--- config.mk ---
export PLATFORM = sky130hd
export DESIGN_NAME = scan_chain_driver
export DESIGN_NICKNAME = d
export VERILOG_FILES = /design/src/rtl/scan_chain_driver_pkg.sv /design/src/rtl/scan_chain_driver_serializer.sv /design/src/rtl/scan_chain_driver.sv
export SDC_FILE = /design/constraint.sdc
export NUM_CORES = 1
export LEC_CHECK = 0
export CAP_MARGIN = 20
export CORE_MARGIN = 3
export CORE_UTILIZATION = 54
export DETAILED_ROUTE_END_ITERATION = 8
export PLACE_DENSITY_LB_ADDON = 0.15
export SETUP_SLACK_MARGIN = 0.1
export SKIP_CTS_REPAIR_TIMING = 1
export SLEW_MARGIN = 15
export SYNTH_ARGS = -nofsm -noshare
export SYNTH_HDL_FRONTEND = slang
export SYNTH_SLANG_ARGS = --single-unit
export TNS_END_PERCENT = 10
--- constraint.sdc ---
create_clock -name clk -period 2 [get_ports clk]
set_input_delay 0.6 -clock clk [delete_from_list [all_inputs] [get_ports clk]]
set_output_delay 0.6 -clock clk [all_outputs]
set_load 0.05 [all_outputs]
--- src/rtl/scan_chain_driver_pkg.sv ---
// scan_chain_driver_pkg: shared state encoding and derived chain constants for the scan chain driver.
package scan_chain_driver_pkg;

    typedef enum logic [2:0] {
        ST_IDLE,
        ST_QUIESCE,
        ST_LOAD,
        ST_SHIFT,
        ST_EMIT,
        ST_FINISH
    } state_t;

    localparam int DEF_CHAIN_LEN = 288;

    function automatic int n_bytes(input int len);
        return (len + 7) / 8;
    endfunction

    // A chain that is a whole number of bytes has a full last byte, hence 8 rather than 0.
    function automatic int last_bits(input int len);
        return (len % 8 == 0) ? 8 : len % 8;
    endfunction

    localparam int N_BYTES   = n_bytes(DEF_CHAIN_LEN);
    localparam int LAST_BITS = last_bits(DEF_CHAIN_LEN);

endpackage

--- src/rtl/scan_chain_driver_serializer.sv ---
// scan_byte_serializer: one byte of shift-out / capture-in with a per-byte bit counter.
module scan_byte_serializer
    import scan_chain_driver_pkg::*;
(
    input  logic       clk,
    input  logic       rst,
    input  logic       load,
    input  logic [7:0] load_data,
    input  logic [3:0] load_bits,
    input  logic       step,
    input  logic       serial_in,
    output logic       serial_out,
    output logic [7:0] cap_byte,
    output logic       done
);
    logic [7:0] shift_byte;
    logic [3:0] bit_idx;
    logic [3:0] n_bits;

    always_ff @(posedge clk or posedge rst)
        if (rst) begin
            shift_byte <= '0;
            cap_byte   <= '0;
            bit_idx    <= '0;
            n_bits     <= '0;
        end else if (load) begin
            shift_byte <= load_data;
            cap_byte   <= '0;
            bit_idx    <= '0;
            n_bits     <= load_bits;
        end else if (step) begin
            cap_byte[bit_idx[2:0]] <= serial_in;
            shift_byte             <= shift_byte >> 1;
            bit_idx                <= bit_idx + 4'd1;
        end

    assign serial_out = shift_byte[0];
    assign done       = step && (bit_idx == n_bits - 4'd1);

endmodule

--- src/rtl/scan_chain_driver.sv ---
// scan_chain_driver: swaps a full scan chain against a byte stream, halting the processor meanwhile.
module scan_chain_driver
    import scan_chain_driver_pkg::*;
#(
    parameter int CHAIN_LEN = DEF_CHAIN_LEN
) (
    input  logic       clk,
    input  logic       rst,
    input  logic       start,
    input  logic       run_after,
    input  logic [7:0] in_data,
    input  logic       in_valid,
    output logic       in_ready,
    output logic [7:0] out_data,
    output logic       out_valid,
    input  logic       out_ready,
    output logic       scan_enable,
    output logic       scan_in,
    input  logic       scan_out,
    output logic       proc_en,
    output logic       busy,
    output logic       done
);
    localparam int CNT_W = $clog2(CHAIN_LEN + 1);
    localparam int RW    = (CNT_W < 4) ? 4 : CNT_W;

    state_t           state;
    logic [CNT_W-1:0] remaining;
    logic [RW-1:0]    rem_x;
    logic             run_lat;
    logic             ser_load;
    logic             ser_step;
    logic             ser_done;
    logic [3:0]       load_bits;

    assign rem_x     = RW'(remaining);
    assign load_bits = (rem_x >= RW'(8)) ? 4'd8 : rem_x[3:0];
    assign ser_load  = (state == ST_LOAD) && in_valid;
    assign ser_step  = (state == ST_SHIFT);

    scan_byte_serializer u_ser (
        .clk        (clk),
        .rst        (rst),
        .load       (ser_load),
        .load_data  (in_data),
        .load_bits  (load_bits),
        .step       (ser_step),
        .serial_in  (scan_out),
        .serial_out (scan_in),
        .cap_byte   (out_data),
        .done       (ser_done)
    );

    // Outputs are set on the transition into the state that owns them, so each is a plain flop.
    always_ff @(posedge clk or posedge rst)
        if (rst) begin
            state       <= ST_IDLE;
            remaining   <= '0;
            run_lat     <= 1'b0;
            busy        <= 1'b0;
            done        <= 1'b0;
            in_ready    <= 1'b0;
            out_valid   <= 1'b0;
            scan_enable <= 1'b0;
            proc_en     <= 1'b0;
        end else begin
            done <= 1'b0;
            case (state)
                ST_IDLE:
                    if (start) begin
                        run_lat   <= run_after;
                        proc_en   <= 1'b0;
                        busy      <= 1'b1;
                        remaining <= CNT_W'(CHAIN_LEN);
                        state     <= ST_QUIESCE;
                    end
                ST_QUIESCE: begin
                    in_ready <= 1'b1;
                    state    <= ST_LOAD;
                end
                ST_LOAD:
                    if (in_valid) begin
                        in_ready    <= 1'b0;
                        scan_enable <= 1'b1;
                        state       <= ST_SHIFT;
                    end
                ST_SHIFT: begin
                    remaining <= remaining - CNT_W'(1);
                    if (ser_done) begin
                        scan_enable <= 1'b0;
                        out_valid   <= 1'b1;
                        state       <= ST_EMIT;
                    end
                end
                ST_EMIT:
                    if (out_ready) begin
                        out_valid <= 1'b0;
                        if (remaining == '0) begin
                            done    <= 1'b1;
                            proc_en <= run_lat;
                            state   <= ST_FINISH;
                        end else begin
                            in_ready <= 1'b1;
                            state    <= ST_LOAD;
                        end
                    end
                ST_FINISH: begin
                    busy  <= 1'b0;
                    state <= ST_IDLE;
                end
                default: state <= ST_IDLE;
            endcase
        end

endmodule

After elaboration in Yosys (flattened, before gate mapping)
Index checks and enable logic that the tools add are counted.
Cells by class
  add/sub/neg operators: 3
  order comparisons: 3
  eq/ne operators: 12
  multiplexer cells: 37
  reduce and logical (&&, ||, !) cells: 20
Operators with widths (number)
  $mux W8: 4
  $pmux W9 S2: 1
  $mux W1: 15
  $mux W3: 5
  $pmux W3 S5: 1
  $mux W4: 3
  $ne A2 B2 Y1 const B: 6
  $reduce_and A4 Y1: 3
  $reduce_bool A2 Y1: 6
  $ge A9 B4 Y1 const B: 1
  $logic_not A9 Y1: 1
  $mux W9: 1
  $sub A9 B1 Y9 const B: 1
  $bwmux W8: 1
  $pmux W1 S2: 4
  $eq A3 B2 Y1 const B: 2
  $eq A3 B3 Y1 const B: 2
  $reduce_and A2 Y1: 3
  $reduce_and A3 Y1: 2
  $add A4 B1 Y4 const B: 1
  $eq A4 B4 Y1: 1
  $lt A3 B4 Y1 const B: 1
  $sub A4 B1 Y4 const B: 1
  $demux W1 S3: 1
  6 further kinds: 8
Word-level totals
  register bits: 43
  input port bits: 15
  word-level logic and storage cells: 88

Longest topological paths before layout
  depth after elaboration: 7
  mapped depth: 7
  gate-level depth less buffers: 7

Cells and area by module
Synthesis repeated with hierarchy kept, for this count alone.
Unflattened totals
  cells, all modules: 214
  area total of the unflattened synthesis: 2200.9 um2
By module, submodules not included
  scan_byte_serializer: instances 1, cells an instance 109, area an instance 1196.1 um2, seq. area each 600.6 um2
  scan_chain_driver: instances 1, cells an instance 105, area an instance 1004.7 um2, seq. area each 475.5 um2

Least setup slack after synthesis
Ideal clock, no wire load.
  kind: reg2reg
  start point: reg remaining[3], in the netlist rem_x[3]
  end point: reg proc_en
  library setup time: 0.131 ns
  data arrival time: 1.684 ns
  path slack: 0.186 ns
  stages on the path, launching flop included: 6
  path buffers: 0
  period minus slack after synthesis: 1.814 ns
  cell sequence: dfrtp_1 > nor4_2 > nand2b_1 > or4b_4 > a21oi_1 > o32ai_2
On the way
  word-level cells in the longest chain between the ends: 3
RTL lines
  from (decl): RTL line scan_chain_driver.sv:28  | logic [CNT_W-1:0] remaining;
  from (signal assigned): RTL line scan_chain_driver.sv:74  | remaining <= CNT_W'(CHAIN_LEN);
  from (signal assigned): RTL line scan_chain_driver.sv:88  | remaining <= remaining - CNT_W'(1);
  $logic_not A9 Y1: RTL line scan_chain_driver.sv:98  | if (remaining == '0) begin
  $ne A2 B2 Y1 (no line)
  $reduce_and A4 Y1 (no line)
  to (signal assigned): RTL line scan_chain_driver.sv:100  | proc_en <= run_lat;
  to (decl): RTL line scan_chain_driver.sv:20  | output logic proc_en,
No other way between the ends.
A chain may end at the register's enable or synchronous reset.

Worst setup path in the final report
  start point: reg remaining[4], in the netlist rem_x[4]
  end point: reg state[0]
On the way
  word-level cells in the longest chain between the ends: 4
RTL lines
  $logic_not A9 Y1: RTL line scan_chain_driver.sv:98
  $mux W3: RTL line scan_chain_driver.sv:98
  $mux W3: RTL line scan_chain_driver.sv:96  | if (out_ready) begin
  $pmux W3 S5: RTL line scan_chain_driver.sv:68  | case (state)
  to (signal assigned): RTL line scan_chain_driver.sv:75  | state <= ST_QUIESCE;
  to (signal assigned): RTL line scan_chain_driver.sv:101  | state <= ST_FINISH;
  to (signal assigned): RTL line scan_chain_driver.sv:104  | state <= ST_LOAD;
  to (decl): RTL line scan_chain_driver.sv:27  | state_t state;
No other way between the ends. The select of a mux whose other input is x is not followed.

==> metrics <==
cells after synthesis roughly 210; TritonCTS Buffers 5; RSZ-0062 raised after global routing yes; Worst Setup SP rem_x[4]$_DFFE_PP0P_; die area 4640 µm²; Top FF cell, synth dfrtp_1; Final Cycle Share 96.1%; Starting Density 59.2%; Worst R2R Start rem_x[4]$_DFFE_PP0P_; Worst-Skew Late Latency approximately 0.29 ns; CP peak stage delay ~0.60 ns; dpl cells 290; antenna violations before repair 0; syn_nets around 230; number of global-route vias before repair ~1700; status finished clean; worst rel slew slack approximately 57%; Die W between 60 and 70 µm; sequential area share after synthesis between 50% and 60%; CP Class flip-flop to flip-flop; Async S/R FF share, synth 100%; Worst Hold Launch rem_x[7]$_DFFE_PP0P_; final setup skew 0.00397 ns; Reg clk slew, reported paths 0.08 ns; top cell type's share of synthesized area about half; Finish-stage setup viols 0; Total Nets Final roughly 270; die extent in y approximately 68 µm; Avg WL per Cell 16.2 µm; largest net degree at the start of global routing 44; DP Wirelength 3290 µm; share of layout cells above drive strength 1 approximately 20%; core area 3520 µm²; crit-path cells nor4_4 > nand2b_1 > or4b_4 > o41ai_4; Max rail drop VDD 802 µV; Pre-antenna DRT Iters 4; worst hold path type flip-flop to flip-flop; leakage power total between 1 and 1.5 nW; Port Buf Inserts 29; drt via density just under 6; maxcap violations 0; Final Non-Filler Cells 301; Total Routing Usage GR about 23%; I/O pins 30; vias about 1800; mean area per synthesized cell 9.83 µm²; Post-synth EDFFs 0; post-route antenna net violation count 0; WL final 4880 µm; Sum Neg Setup Slack 0 ns; Max Clock Freq about 520 MHz; CTS tree yes; Yosys reg bits 43; CP arrival about 2.1 ns; H-tree Lvls 2; initial drt markers between 100 and 150; P per Cell Area 1480 nW/µm²; Placer Congestion roughly 0.85; Synth top cells by count 43 x dfrtp_1, 35 x nand2_1, 21 x nor2_1; drt drc 0; Synth Cell Area between 2000 and 2500 µm²; Layout Area Growth over Synthesis 26.0%; Crit Path Max Fanout 5; Slew Limit Fails 0; Synth cell types 39; top-count cell post-synth dfrtp_1; # rows 21; Critical Path Source Type flip-flop; GRT overflow 0; count of final hold-check violations 0; Crit-path slowest cell or4b_4; synth top area cells dfrtp_1 52%, nand2_1 6.3%, mux2i_1 4.8%; CTS max path bufs 2; # diodes 0; Worst Hold Depth 1; minimum clock period 1.92 ns; root buffer cell clkbuf_8; post-synth top area cell dfrtp_1; R2R cell count 4; critical path capture point type flip-flop; Worst Tran Pin Value roughly 0.65 ns; CP Data Required Time between 2 and 2.5 ns; Warnings, synthesis 0; Clock Sinks between 40 and 50; first-pass GRT wire length about 7700 µm
[per-layer routing]
layer | global-route usage, % | vias up | wire length, µm
met4 | 8.68 | 0 | 112
met1 | 27.0 | 880 | 1920
met5 | 0 | - | 0
met3 | 6.90 | 12 | 205
li1 | - | 818 | -
met2 | 38.1 | 51 | 2640
[critical path: cells and delay by family (launching register included)]
kind,cells,cell delay [ns]
AOI/OAI and AO/OA,1,0.34
DFF,1,0.45
and+or+nand+nor,3,1.02
[registers in the layout, indices dropped and copies added, names as in the netlist]
signal / cells
rem_x: 9
u_ser.bit_idx: 4
out_valid: 1
state: 3
done: 1
in_ready: 1
scan_enable: 1
u_ser.shift_byte: 8
proc_en: 1
u_ser.cap_byte: 8
run_lat: 1
busy: 1
u_ser.n_bits: 4
[metrics by stage]
| step | hold slack [ns] | power, mW | area [µm²] | worst slack (ns) | util (%) |
|---|---|---|---|---|---|
| 2_1_floorplan | 0.446 | 2.68 | 2080 | 0.186 | - |
| 3_3_place_gp | 0.459 | 3.13 | 2460 | -0.0474 | 70.0 |
| 3_5_place_dp | 0.463 | 3.24 | 2460 | -0.164 | 70.0 |
| 4_1_cts | 0.485 | 3.78 | 2550 | -0.0314 | 72.4 |
| 5_1_grt | 0.517 | 4.16 | 2630 | -0.00227 | 74.6 |
| 6_report | 0.485 | 3.89 | 2630 | 0.0789 | 74.6 |
[layout make-up]
cell class                 count  area [µm²]
clock inverter                 3        15.0
clock buffer                   5        68.8
timing repair buffer          45         385
tap                           46        57.6
inverter                      10        37.5
multi-input combinational    149         985
sequential                    43        1080
fill                         251         895
[logic make-up after synthesis]
group | synth area share (%)
AND/OR/NAND/NOR | 19.6
flip-flops | 51.6
AO/OA/AOI/OAI | 13.4
buffers and inverters | 3.78
multiplexers | 5.34
XOR/XNOR | 3.78
adder cells (fa/ha/maj) | 2.40
[power breakdown]
group | switching (mW) | internal (mW) | leakage, nW
Clock | 0.285 | 0.239 | 0.0477
Combinational | 1.12 | 0.739 | 0.628
Sequential | 0.323 | 1.18 | 0.538
Total | 1.73 | 2.16 | 1.21
[layout by cell type, fill, tap and decap left out, types with 7 or more instances in the layout]
cell type | synthesis | final
mux2i_1 | 10 | 10
a22oi_1 | 7 | 7
inv_1 | 10 | 9
nand2_1 | 35 | 35
o21ai_0 | 10 | 9
nand3_1 | 7 | 7
nor2_1 | 21 | 21
dfrtp_1 | 43 | 42
clkdlybuf4s50_1 | 0 | 14
buf_4 | 0 | 30
[final timing paths]
| kind | end | slack, ns |
|---|---|---|
| worst max-delay path | state[0]$_DFFE_PP0P_ | 0.08 |
| worst min-delay path | rem_x[7]$_DFFE_PP0P_ | 0.49 |
| worst max register to register | state[0]$_DFFE_PP0P_ | 0.08 |
| worst min register to register | rem_x[7]$_DFFE_PP0P_ | 0.49 |
| max in group asynchronous | state[0]$_DFFE_PP0P_ | 1.12 |
| min in group asynchronous | rem_x[6]$_DFFE_PP0P_ | 0.66 |
(Power assumes the default switching activity.)
